### src/rtl/memory_stage.sv
// memory_stage: pipeline MEM stage with a req/ack data-memory port
// and a registered MEM/WB bundle; stalls upstream while an access runs.
module memory_stage #(
   parameter int DATA_W = 16,
   parameter int ADDR_W = 16
) (
   input  logic              clk,
   input  logic              rst,
   input  logic              exValid,
   input  logic              exMemRead,
   input  logic              exMemWrite,
   input  logic              exRegWrite,
   input  logic              exMemToReg,
   input  logic [DATA_W-1:0] exAluResult,
   input  logic [DATA_W-1:0] exWriteData,
   input  logic [2:0]        exRd,
   output logic              memReq,
   output logic              memWe,
   output logic [ADDR_W-1:0] memAddr,
   output logic [DATA_W-1:0] memWdata,
   input  logic [DATA_W-1:0] memRdata,
   input  logic              memAck,
   output logic              stall,
   output logic              wbValid,
   output logic              wbRegWrite,
   output logic [2:0]        wbRd,
   output logic [DATA_W-1:0] wbData
);

   typedef enum logic {IDLE, ACCESS} state_t;

   state_t state_q, state_d;

   logic              mem_req_q, mem_req_d;
   logic              mem_we_q, mem_we_d;
   logic [ADDR_W-1:0] mem_addr_q, mem_addr_d;
   logic [DATA_W-1:0] mem_wdata_q, mem_wdata_d;

   logic [2:0]        rd_q, rd_d;
   logic              reg_write_q, reg_write_d;
   logic              mem_to_reg_q, mem_to_reg_d;
   logic [DATA_W-1:0] alu_q, alu_d;

   logic              wb_valid_q, wb_valid_d;
   logic              wb_reg_write_q, wb_reg_write_d;
   logic [2:0]        wb_rd_q, wb_rd_d;
   logic [DATA_W-1:0] wb_data_q, wb_data_d;

   logic mem_op;

   assign mem_op = exValid & (exMemRead | exMemWrite);

   // Next state: latch a memory op, run the access, or pass ALU results on
   always_comb begin
      state_d        = state_q;
      mem_req_d      = mem_req_q;
      mem_we_d       = mem_we_q;
      mem_addr_d     = mem_addr_q;
      mem_wdata_d    = mem_wdata_q;
      rd_d           = rd_q;
      reg_write_d    = reg_write_q;
      mem_to_reg_d   = mem_to_reg_q;
      alu_d          = alu_q;
      wb_valid_d     = wb_valid_q;
      wb_reg_write_d = wb_reg_write_q;
      wb_rd_d        = wb_rd_q;
      wb_data_d      = wb_data_q;
      unique case (state_q)
         IDLE: begin
            if (mem_op) begin
               state_d      = ACCESS;
               mem_req_d    = 1'b1;
               mem_we_d     = exMemWrite;
               mem_addr_d   = exAluResult[ADDR_W-1:0];
               mem_wdata_d  = exWriteData;
               rd_d         = exRd;
               // a read+write op is treated as a store with no register write
               reg_write_d  = exRegWrite & ~(exMemRead & exMemWrite);
               mem_to_reg_d = exMemToReg;
               alu_d        = exAluResult;
               wb_valid_d   = 1'b0;
            end else begin
               wb_valid_d     = exValid;
               wb_reg_write_d = exValid & exRegWrite;
               wb_rd_d        = exRd;
               wb_data_d      = exAluResult;
            end
         end
         ACCESS: begin
            if (memAck) begin
               state_d        = IDLE;
               mem_req_d      = 1'b0;
               wb_valid_d     = 1'b1;
               wb_reg_write_d = reg_write_q;
               wb_rd_d        = rd_q;
               // stores never forward read data
               wb_data_d      = (mem_to_reg_q & ~mem_we_q) ? memRdata : alu_q;
            end else begin
               wb_valid_d = 1'b0;
            end
         end
      endcase
   end

   assign stall = ((state_q == IDLE) & mem_op) |
                  ((state_q == ACCESS) & ~memAck);

   // State and registered outputs; reset abandons any access in flight
   always_ff @(posedge clk) begin
      if (!rst) begin
         state_q        <= IDLE;
         mem_req_q      <= 1'b0;
         mem_we_q       <= 1'b0;
         mem_addr_q     <= '0;
         mem_wdata_q    <= '0;
         rd_q           <= '0;
         reg_write_q    <= 1'b0;
         mem_to_reg_q   <= 1'b0;
         alu_q          <= '0;
         wb_valid_q     <= 1'b0;
         wb_reg_write_q <= 1'b0;
         wb_rd_q        <= '0;
         wb_data_q      <= '0;
      end else begin
         state_q        <= state_d;
         mem_req_q      <= mem_req_d;
         mem_we_q       <= mem_we_d;
         mem_addr_q     <= mem_addr_d;
         mem_wdata_q    <= mem_wdata_d;
         rd_q           <= rd_d;
         reg_write_q    <= reg_write_d;
         mem_to_reg_q   <= mem_to_reg_d;
         alu_q          <= alu_d;
         wb_valid_q     <= wb_valid_d;
         wb_reg_write_q <= wb_reg_write_d;
         wb_rd_q        <= wb_rd_d;
         wb_data_q      <= wb_data_d;
      end
   end

   assign memReq     = mem_req_q;
   assign memWe      = mem_we_q;
   assign memAddr    = mem_addr_q;
   assign memWdata   = mem_wdata_q;
   assign wbValid    = wb_valid_q;
   assign wbRegWrite = wb_reg_write_q;
   assign wbRd       = wb_rd_q;
   assign wbData     = wb_data_q;

endmodule

### config.mk
export PLATFORM = sky130hd
export DESIGN_NAME = memory_stage
export DESIGN_NICKNAME = d
export VERILOG_FILES = /design/src/rtl/memory_stage.sv
export SDC_FILE = /design/constraint.sdc
export NUM_CORES = 1
export LEC_CHECK = 0
export BUFFER_PORTS_ARGS = -buffer_cell sky130_fd_sc_hd__buf_4
export CORE_UTILIZATION = 35
export CTS_BUF_LIST = sky130_fd_sc_hd__clkbuf_8
export DETAILED_ROUTE_END_ITERATION = 16
export GPL_TIMING_DRIVEN = 0
export PLACE_DENSITY = 0.69
export SYNTH_ARGS = -nofsm -noshare
export SYNTH_HDL_FRONTEND = slang
export SYNTH_SLANG_ARGS = --single-unit
export TNS_END_PERCENT = 1
### constraint.sdc
create_clock -name clk -period 1.7 [get_ports clk]
set_clock_uncertainty 0.05 [all_clocks]
set_input_delay 0.34 -clock clk [delete_from_list [all_inputs] [get_ports clk]]
set_output_delay 0.34 -clock clk [all_outputs]
set_load 0.005 [all_outputs]
Yosys cells after proc, flatten, opt, wreduce, memory -nomap -nowiden
Index checks and enable logic that the tools add are counted.

storage, ports and cells
  register bits after elaboration = 61
  latch bits = 0
  RAM bits = 0
  bits in read-only memories = 0
  bits of input ports = 59
  output and inout port bits = 56
  word-level logic and storage cells = 50
  memories kept = 0

operators by class
  add/sub/neg operators = 0
  $mul = 0
  div/mod/pow operators = 0
  $lt $le $gt $ge = 0
  equality and inequality tests = 3
  shifts and indexed selects = 0
  mux-type cells = 19
  bitwise operators = 13
  reductions and logical operators = 3

operator list
  kind                                   count
  two-way mux 16 bit                     3
  case mux 16 bit (2 select lines)       1
  two-way mux 1 bit                      8
  case mux 1 bit (2 select lines)        4
  bitwise AND 1 bit                      7
  two-way mux 3 bit                      2
  != test 2 bit (second input constant)  3
  case mux 3 bit (2 select lines)        1
  AND reduction 2 bit                    3
  NOT 1 bit                              4
  OR 1 bit                               2

Logic depth before layout (Yosys ltp)
Gate-level depths: netlist of the first run.

  word-level depth = 5
  gate-level depth with buffers = 7
  mapped depth without buffers = 5

Worst setup path after synthesis of the first run
No wires, ideal clock.

  path kind = input-to-reg
  start point = input exValid
  end point = register alu_q[15]
  setup time = 134 ps
  data arrival time = 1197 ps
  data required time = 1516 ps
  slack = 319 ps
  cell stages on the path = 6
  buffers on the path = 2
  path through = nor2b_1 -> o21ai_0 -> buf_2 -> buf_2 -> nand2_1 -> a21oi_1

on the way
  longest elaborated chain between the ends = 2

RTL lines
  element                        RTL line  RTL
  start: declaration             9         input logic exValid,
  bitwise AND 1 bit              51        assign mem_op = exValid & (exMemRead | exMemWrite);
  AND reduction 2 bit (no line)  -
  end signal: assignment         133       alu_q <= alu_d;
  end: declaration               42        logic [DATA_W-1:0] alu_q, alu_d;

Every way passes these cells.
A chain may end at the register's enable or synchronous reset.

Worst setup path in the final report of the first run
  start point = register state_q
  end point = output stall

on the way
  longest elaborated chain between the ends = 3
  elaborated cells between the ends (all ways) = 4

RTL lines
  element                   RTL line  RTL
  start: declaration        32        state_t state_q, state_d;
  start signal: assignment  125       state_q <= state_d;
  NOT 1 bit (no line)       -
  bitwise AND 1 bit         105       assign stall = ((state_q == IDLE) & mem_op) |
  OR 1 bit (*)              105
  end: declaration          23        output logic stall,

Every way passes the cells marked *; elsewhere a longest branch is shown, timed or not.

==> impl_metrics.json, run 1 <==
{
  "vdd_drop_max_mv": 0.4001,
  "cts_tree": "done",
  "die_h_um": 87.17,
  "drtIter0Drc": 129,
  "place_hpwl_mm": 5.304,
  "max_freq_ghz": 0.5964,
  "use_met1_pct": 25.15,
  "wl_per_cell_um": 14.20,
  "start_util_pct": 36.76,
  "antenna_found_initial": 0,
  "hold_start": "exWriteData[13]",
  "internal-power_uw": 2642,
  "remaining_drc_errors": 0,
  "num_io_pins": 115,
  "yosys-top-cells-count": "nand2_1, dfxtp_1, a21oi_1, nor2_1, mux2i_1",
  "ys_warn_count": 0,
  "numClockSinks": 61,
  "rr_endpoint": "memReq",
  "hold_violations": 0,
  "p_sw_share_pct": 26.31,
  "area_growth_pct": 47.41,
  "rrSetupSlack_ps": 110,
  "min_path_type": "in2reg",
  "rr_worst_depth": 5,
  "fin_nets": 490,
  "synthCells": 305,
  "p_comb_share_pct": 19.5,
  "clk_pin_slew_worst_paths_ps": 60,
  "critical_path_class": "reg2out",
  "grt_pass1_wl_mm": 11.54,
  "drive_above_1_share_pct": 35.86,
  "rsz0062_at_grt": "true",
  "cp-end-kind": "output pin",
  "ant_nets": 0,
  "core-area_um2": 6907,
  "portBuffers": 114,
  "clockBufferDepth": 2,
  "via_count": 2603,
  "viasPerCell": 4.902,
  "grt_pass1_vias": 2387,
  "async_flop_share_pct": 0,
  "finalPower_uw": 3585,
  "yosysUniqueCellTypes": 28,
  "synth_seq_cells": 61,
  "synth_nets": 364,
  "placed_cell_area_um2": 3515,
  "die_area_um2": 7598,
  "h-tree-depth": 3,
  "p_leak_uw": 0.001639,
  "rows": 30,
  "worst_slew_pin_slew_ps": 613.0,
  "synth_top_area_share_pct": 48.10,
  "synth-seq-area-share_pct": 48.10,
  "ctsHoldBuffers": 0,
  "setup_slack_ps": 23.30,
  "status": "completed",
  "grt_use_met3_pct": 4.265,
  "rr_startpoint": "state_q",
  "routabilityCongestion": 0.8250,
  "clkPwrFrac_pct": 36.1,
  "grt-busiest-layer": "met2",
  "overflow": 0,
  "met2_usage_pct": 32.71,
  "p_sw_uw": 943.0,
  "worstSkewPairLatency_ps": 330,
  "post-route-util_pct": 54.18,
  "post-place-ws_ps": -51.84,
  "worstPathArrival_ps": 1290,
  "num_antenna_cells": 0,
  "crit_required_ps": 1310,
  "syn_avg_cell_area_um2": 8.324,
  "synth_most_common_cell": "nand2_1",
  "relSlewSlack_pct": 59.13,
  "min_period_over_period_pct": 98.63,
  "min_to": "memWdata[13]",
  "hold_path_depth": 3,
  "maxCapViolCount": 0,
  "cts_made_buffers": 9,
  "holdWs_ps": 201.3,
  "firstDrtPassIters": 4,
  "path_max_fanout": 9,
  "maxSlewViolCount": 0,
  "synth_edf_count": 0,
  "setup_viol": 0,
  "die_w_um": 87.17,
  "synth_area_um2": 2539,
  "power_density_nw_per_um2": 957.8,
  "wl_mm": 7.540,
  "p_seq_share_pct": 44.4,
  "synth.largest_area_cell": "dfxtp_1",
  "fin_area_um2": 3742,
  "synth_area_leaders": "dfxtp_1, nand2_1, a21oi_1",
  "root_buffer": "clkbuf_8",
  "synth_ff_type": "dfxtp_1",
  "grt_usage_pct": 20.21,
  "grt_start_max_net_pins": 11,
  "startpoint_type": "flip-flop",
  "period_minus_slack_ps": 1677
}
-- power by group through the flow --
stage / Sequential (uW) / Combinational (uW) / Clock (uW)
after floorplan: 1630 / 326 / 0
after global placement: 1620 / 671 / 0
after detailed placement: 1620 / 686 / 0
after CTS: 1590 / 702 / 1330
after global routing: 1600 / 761 / 1400
final: 1590 / 698 / 1290
-- layout by cell type, fill, tap and decap left out, drive strengths merged --
cell type  Yosys  layout
bufinv         0       1
a211o         16      16
a211oi         3       3
nand2b         2       2
clkbuf         8      19
inv            1       1
nor2          25      25
mux2i         19      19
a221oi         1       1
o21ai          1       1
nor3           1       1
nand2         91      91
buf           15     130
clkinvlp       0       1
xor2           1       1
dfxtp         61      61
nor2b          2       2
a21oi         54      54
a32oi          1       1
a22oi          1       1
clkinv         1       3
o21a           1       1
-- sequential cells by signal (all words and copies together) (netlist names) --
signal / flops
alu_q: 16
memWdata: 16
wbData: 16
rd_q: 3
wbRd: 3
memReq: 1
memWe: 1
mem_to_reg_q: 1
reg_write_q: 1
state_q: 1
wbRegWrite: 1
wbValid: 1
-- repair_timing --
action / CTS / global route
setup endpoints to repair: 1 / 12
resized for setup: 5 / 1
setup buffers: 2 / 0
-- final cells by class --
cell class / instances / area (um2)
Timing Repair Buffer: 116 / 870.8
Tap cell: 96 / 120.1
Clock inverter: 4 / 47.55
Fill cell: 689 / 3164
Inverter: 2 / 20.02
Sequential cell: 61 / 1222
Clock buffer: 11 / 151.4
Multi-Input combinational cell: 219 / 1176
Buffer: 22 / 133.9
-- stage by stage --
stage / setup TNS, ps / instances
2_1_floorplan: 0 / 305
3_3_place_gp: -126.3 / 515
3_5_place_dp: -421.7 / 515
4_1_cts: 0 / 531
5_1_grt: -27.41 / 531
6_report: 0 / 531
-- worst max-delay path by stage --
stage	from	end	slack, ps	depth (start not counted)
3_5_place_dp	exValid	memWdata[9]	-50	7
6_report	state_q	stall	20	5
3_3_place_gp	exValid	mem_to_reg_q	-20	7
4_1_cts	state_q	stall	10	5
2_1_floorplan	exValid	alu_q[15]	320	6
5_1_grt	state_q	stall	-30	5
-- per-layer routing --
metal	share of wire [%]	up-vias
met2	47	106
met4	3.1	0
met1	44	1202
li1	-	1275
met5	0	-
met3	6.4	20
-- worst max-delay path, cell delays in order, from the launching register on --
cell and delay, ps:
dfxtp_2 340, nand2b_4 140, o21a_1 170, buf_6 150, inv_12 60, buf_4 90
-- logic make-up (layout without fill, tap and decap cells) --
logic type	after synthesis	after routing	share of synthesized area, %
buf+inv	25	155	5.963
compound gates	78	78	19.27
flops	61	61	48.10
simple gates	121	121	18.83
xor+xnor	1	1	0.3451
mux	19	19	7.491
(Power assumes the default switching activity.)
==> inputs of run 2 (changes only) <==
--- a/config.mk
+++ b/config.mk
@@ -10,7 +10,7 @@
 export CTS_BUF_LIST = sky130_fd_sc_hd__clkbuf_8
 export DETAILED_ROUTE_END_ITERATION = 16
 export GPL_TIMING_DRIVEN = 0
-export PLACE_DENSITY = 0.69
+export PLACE_DENSITY = 0.71
 export SYNTH_ARGS = -nofsm -noshare
 export SYNTH_HDL_FRONTEND = slang
 export SYNTH_SLANG_ARGS = --single-unit
==> constraint.sdc (replaced) <==
create_clock -name clk -period 1.35 [get_ports clk]
set_clock_uncertainty 0.05 [all_clocks]
set_input_delay 0.27 -clock clk [delete_from_list [all_inputs] [get_ports clk]]
set_output_delay 0.27 -clock clk [all_outputs]
set_load 0.005 [all_outputs]
==> run 2 against run 1 <==
Against the previous run:
- the flow now finishes with violations (negative setup slack)
- sequential share of layout area shrank 0.91 points
- power grew 26%
- final cell count grew 0.56%
- worst hold slack lost 77 ps
==> impl_metrics.json, run 2 (synthesis gave the netlist of run 1 again) <==
{
  "status": "finished, violations left",
  "violations": "negative setup slack",
  "worst_slew_pin_slew_ps": 700.9,
  "final_common_cell": "buf_4",
  "startpoint_type": "flip-flop",
  "wl_mm": 7.667,
  "cpLargestDelayFamily": "flip-flops",
  "portBuffers": 114,
  "numClockSinks": 61,
  "p_leak_uw": 0.001671,
  "die_area_um2": 7598,
  "cp-end-kind": "output pin",
  "hold_violations": 0,
  "setup_viol": 33,
  "worstPathArrival_ps": 1260,
  "firstDrtPassIters": 4,
  "max_freq_ghz": 0.6323,
  "die_w_um": 87.17,
  "rr_worst_depth": 7,
  "fin_nets": 492,
  "crit_slowest_cell": "dfxtp_2",
  "holdWs_ps": 124.6,
  "fin_area_um2": 3850,
  "worst_path_largest_cell_delay_ps": 340,
  "num_io_pins": 115,
  "cts_made_buffers": 9,
  "n_fill_cell": 675,
  "ant_nets": 0,
  "worstSkewPairLatency_ps": 340,
  "final_cell_mix": "buf_4, nand2_1, dfxtp_1, a21oi_1, nor2_1",
  "grt_pass1_wl_mm": 11.64,
  "viasPerCell": 4.903,
  "min_path_type": "in2reg",
  "crit_required_ps": 1030,
  "setup_slack_ps": -231.5,
  "via_count": 2618,
  "maxSlewViolCount": 0,
  "die_h_um": 87.17,
  "maxCapViolCount": 0,
  "rows": 30,
  "core-area_um2": 6907,
  "crit_chain": "nand2b_4 -> o21a_4 -> inv_8 -> buf_8 -> buf_6",
  "drtIter0Drc": 104,
  "period_minus_slack_ps": 1581,
  "start_util_pct": 36.76,
  "cts_tree": "done",
  "vdd_drop_max_mv": 0.5598,
  "critPathBufInv": 3,
  "place_hpwl_mm": 5.300,
  "finalSetupTns_ps": -2750,
  "rsz0062_at_grt": "true",
  "clk_pin_slew_worst_paths_ps": 70,
  "h-tree-depth": 3,
  "overflow": 0,
  "grt_usage_pct": 20.37,
  "cp.depth": 5,
  "hold_path_depth": 3,
  "min_period_over_period_pct": 117.1,
  "grt_pass1_vias": 2485,
  "root_buffer": "clkbuf_8",
  "clockBufferDepth": 2,
  "grt_start_max_net_pins": 12,
  "path_max_fanout": 4,
  "relSlewSlack_pct": 53.27,
  "power_density_nw_per_um2": 1175,
  "placed_cell_area_um2": 3515,
  "routabilityCongestion": 0.8053,
  "num_antenna_cells": 0,
  "remaining_drc_errors": 0,
  "area_growth_pct": 51.65,
  "wl_per_cell_um": 14.36,
  "critical_path_class": "reg2out",
  "antenna_found_initial": 0,
  "drive_above_1_share_pct": 39.50
}
[run 2: worst min-delay path, delay by kind of cell]
kind	cells	cell delay, ps
buffers and inverters	1	110
AOI/OAI and AO/OA	1	50
and+or+nand+nor	1	40
[run 2: metrics by stage]
step	std cells	total power (uW)	setup slack (ps)	util, %
floorplan	305	2458	15.58	-
global placement	515	2884	-290.8	50.89
detailed placement	515	2906	-322.7	50.89
CTS	535	4521	-317.4	54.69
global route	534	4741	-277.3	55.74
finish	534	4525	-231.5	55.74
[run 2: timing repair]
| item | 4_1_cts | 5_1_grt |
|---|---|---|
| resized for setup | 14 | 31 |
| hold endpoints to repair | 0 | 0 |
| endpoints found under the setup margin | 61 | 60 |
| setup buffers | 4 | 0 |
| hold buffers | 0 | 0 |
| pin swaps | 1 | 1 |
[run 2: layer usage]
metal  vias to the layer above  global-route usage [%]  routed length, um
met4                         0                   8.346                189
met1                      1242                   25.04               3393
met5                         -                       0                  0
met3                        19                   5.592                397
li1                       1279                       -                  -
met2                        78                   33.72               3687
[run 2: final cells by class]
cell class	instances	area [um2]	share of cell area, %
sequential	61	1222	31.75
buffer	22	181.4	4.712
clock buffer	9	123.9	3.217
tap	96	120.1	3.120
timing repair buffer	118	889.6	23.11
multi-input combinational	219	1231	31.98
inverter	2	15.01	0.3900
clock inverter	7	66.31	1.722
[run 2: worst paths after layout]
check	startpoint	slack [ps]	end
worst max register to register	state_q	-150	wbData[10]
worst min register to register	memWdata[0]	410	memWdata[0]
worst min-delay path	exWriteData[1]	120	memWdata[1]
worst max-delay path	state_q	-230	stall
[run 2: power breakdown]
| group | leakage, uW | switching, uW | internal (uW) |
|---|---|---|---|
| combinational | 0.00107 | 436 | 500 |
| sequential | 0.000502 | 76.8 | 1930 |
| clock | 0.0000987 | 739 | 841 |
| total | 0.00167 | 1250 | 3270 |
==> inputs of run 3 (changes only) <==
--- a/config.mk
+++ b/config.mk
@@ -10,7 +10,7 @@
 export CTS_BUF_LIST = sky130_fd_sc_hd__clkbuf_8
 export DETAILED_ROUTE_END_ITERATION = 16
 export GPL_TIMING_DRIVEN = 0
-export PLACE_DENSITY = 0.71
+export PLACE_DENSITY = 0.61
 export SYNTH_ARGS = -nofsm -noshare
 export SYNTH_HDL_FRONTEND = slang
 export SYNTH_SLANG_ARGS = --single-unit
==> constraint.sdc (replaced) <==
create_clock -name clk -period 1.35 [get_ports clk]
set_clock_uncertainty 0.05 [all_clocks]
set_input_delay 0.27 -clock clk [delete_from_list [all_inputs] [get_ports clk]]
set_output_delay 0.27 -clock clk [all_outputs]
set_load 0.01 [all_outputs]
==> run 3 against run 2 <==
Against the previous run:
- final cell count is 0.37% lower
- highest routed layer unchanged
- fmax shrank 0.37%
- critical endpoint unchanged
- setup slack worse by 5.9 ps
- critical path depth unchanged
- clock-buffer cell count rose by 4
- the run still ends with negative setup slack left
==> impl_metrics.json, run 3 (synthesis gave the netlist of run 1 again) <==
{
  "core-area_um2": 6907,
  "place_hpwl_mm": 5.352,
  "ant_nets": 0,
  "status": "finished, violations left",
  "relSlewSlack_pct": 60.68,
  "min_path_type": "in2reg",
  "setup_slack_ps": -237.4,
  "post-route-util_pct": 55.31,
  "grt_pass1_wl_mm": 11.98,
  "grt_start_max_net_pins": 11,
  "min_period_over_period_pct": 117.6,
  "drtIter0Drc": 76,
  "routabilityCongestion": 0.7615,
  "start_util_pct": 36.76,
  "cts_tree": "done",
  "p_comb_share_pct": 21.6,
  "rows": 30,
  "power_density_nw_per_um2": 1172,
  "viasPerCell": 4.712,
  "path_max_fanout": 4,
  "maxCapViolCount": 0,
  "root_buffer": "clkbuf_8",
  "clockBufferDepth": 2,
  "clkPwrFrac_pct": 33.6,
  "vdd_drop_max_mv": 0.5783,
  "portBuffers": 114,
  "via_count": 2507,
  "area_growth_pct": 50.47,
  "num_io_pins": 115,
  "firstDrtPassIters": 4,
  "numClockSinks": 61,
  "wl_per_cell_um": 14.32,
  "fin_nets": 492,
  "die_area_um2": 7598,
  "max_freq_ghz": 0.6300,
  "critical_path_class": "reg2out",
  "h-tree-depth": 3,
  "violations": "negative setup slack",
  "clk_pin_slew_worst_paths_ps": 60,
  "layout.cells.non_filler": 532,
  "worstPathArrival_ps": 1270,
  "placedCellCount": 515,
  "final_common_cell": "buf_4",
  "overflow": 0,
  "period_minus_slack_ps": 1587,
  "worstSkewPairLatency_ps": 330,
  "cp-end-kind": "output pin",
  "crit_required_ps": 1030,
  "wl_mm": 7.620,
  "final_cell_mix": "buf_4, nand2_1, dfxtp_1, a21oi_1, nor2_1",
  "startpoint_type": "flip-flop",
  "maxSlewViolCount": 0,
  "antenna_found_initial": 0,
  "p_seq_share_pct": 44.8,
  "p_sw_uw": 1203,
  "worst_slew_pin_slew_ps": 589.8,
  "grt_usage_pct": 20.79,
  "setup_viol": 50,
  "cts_made_buffers": 9,
  "post-place-ws_ps": -304.5,
  "die_w_um": 87.17,
  "grt_pass1_vias": 2413,
  "placed_cell_area_um2": 3515,
  "remaining_drc_errors": 0,
  "p_sw_share_pct": 26.87,
  "holdWs_ps": 140.0,
  "num_antenna_cells": 0,
  "hold_violations": 0,
  "die_h_um": 87.17,
  "fin_area_um2": 3820,
  "rsz0062_at_grt": "true",
  "p_leak_uw": 0.001667,
  "internal-power_uw": 3273,
  "n_fill_cell": 680,
  "drive_above_1_share_pct": 37.84,
  "ctsHoldBuffers": 0
}
-- run 3: cell count changes in the layout (fill, tap and decap cells not counted), moves of 3 or more --
| cell | before | now |
|---|---|---|
| clkinv_2 | 4 | 1 |
| a21oi_2 | 14 | 9 |
| clkbuf_8 | 9 | 13 |
| buf_4 | 122 | 118 |
| buf_6 | 4 | 7 |
| a21oi_1 | 40 | 45 |
-- run 3: metal layers --
layer	GRT usage, %	vias to the layer above	wire length, um
met2	36.08	61	3934
met5	0	-	0
met4	7.601	0	107
li1	-	1275	-
met3	3.886	10	332
met1	25.68	1161	3247
-- run 3: worst max-delay path, stage by stage, from the launching register on --
cell and delay (ps):
dfxtp_4 350, nand2b_4 140, o21a_4 220, inv_8 60
buf_8 90, buf_6 90
-- run 3: power groups by stage --
| stage | logic [uW] | registers, uW | clock network, uW |
|---|---|---|---|
| floorplan | 411 | 2090 | 0 |
| global placement | 903 | 2040 | 0 |
| detailed placement | 909 | 2050 | 0 |
| CTS | 959 | 2010 | 1560 |
| global route | 1060 | 2020 | 1640 |
| finish | 966 | 2010 | 1500 |
-- run 3: path summary, 6_finish.rpt --
| path | slack, ps | cells past startpoint | end | start |
|---|---|---|---|---|
| max reg2reg | -180 | 6 | memWdata[7] | state_q |
| min reg2reg | 400 | 2 | wbData[2] | wbData[2] |
| max | -240 | 5 | stall | state_q |
| min | 140 | 3 | memWdata[3] | exWriteData[3] |
-- run 3: per-stage QoR --
stage	setup TNS (ps)	total power [uW]
2_1_floorplan	0	2505
3_3_place_gp	-10440	2944
3_5_place_dp	-10320	2955
4_1_cts	-7351	4522
5_1_grt	-8424	4714
6_report	-4081	4475
-- run 3: what timing repair did --
action / 4_1_cts / 5_1_grt
pin swaps: 1 / 1
gates resized for setup: 17 / 16
setup endpoints to repair: 61 / 60
setup buffers: 4 / 0
-- run 3: layout make-up --
class	count	area [um2]	share of cell area [%]
buffer	22	182.7	4.782
clock buffer	13	178.9	4.684
clock inverter	1	5.005	0.1310
inverter	2	15.01	0.3931
multi-input combinational	219	1204	31.51
sequential	61	1225	32.07
tap	96	120.1	3.144
timing repair buffer	118	889.6	23.29
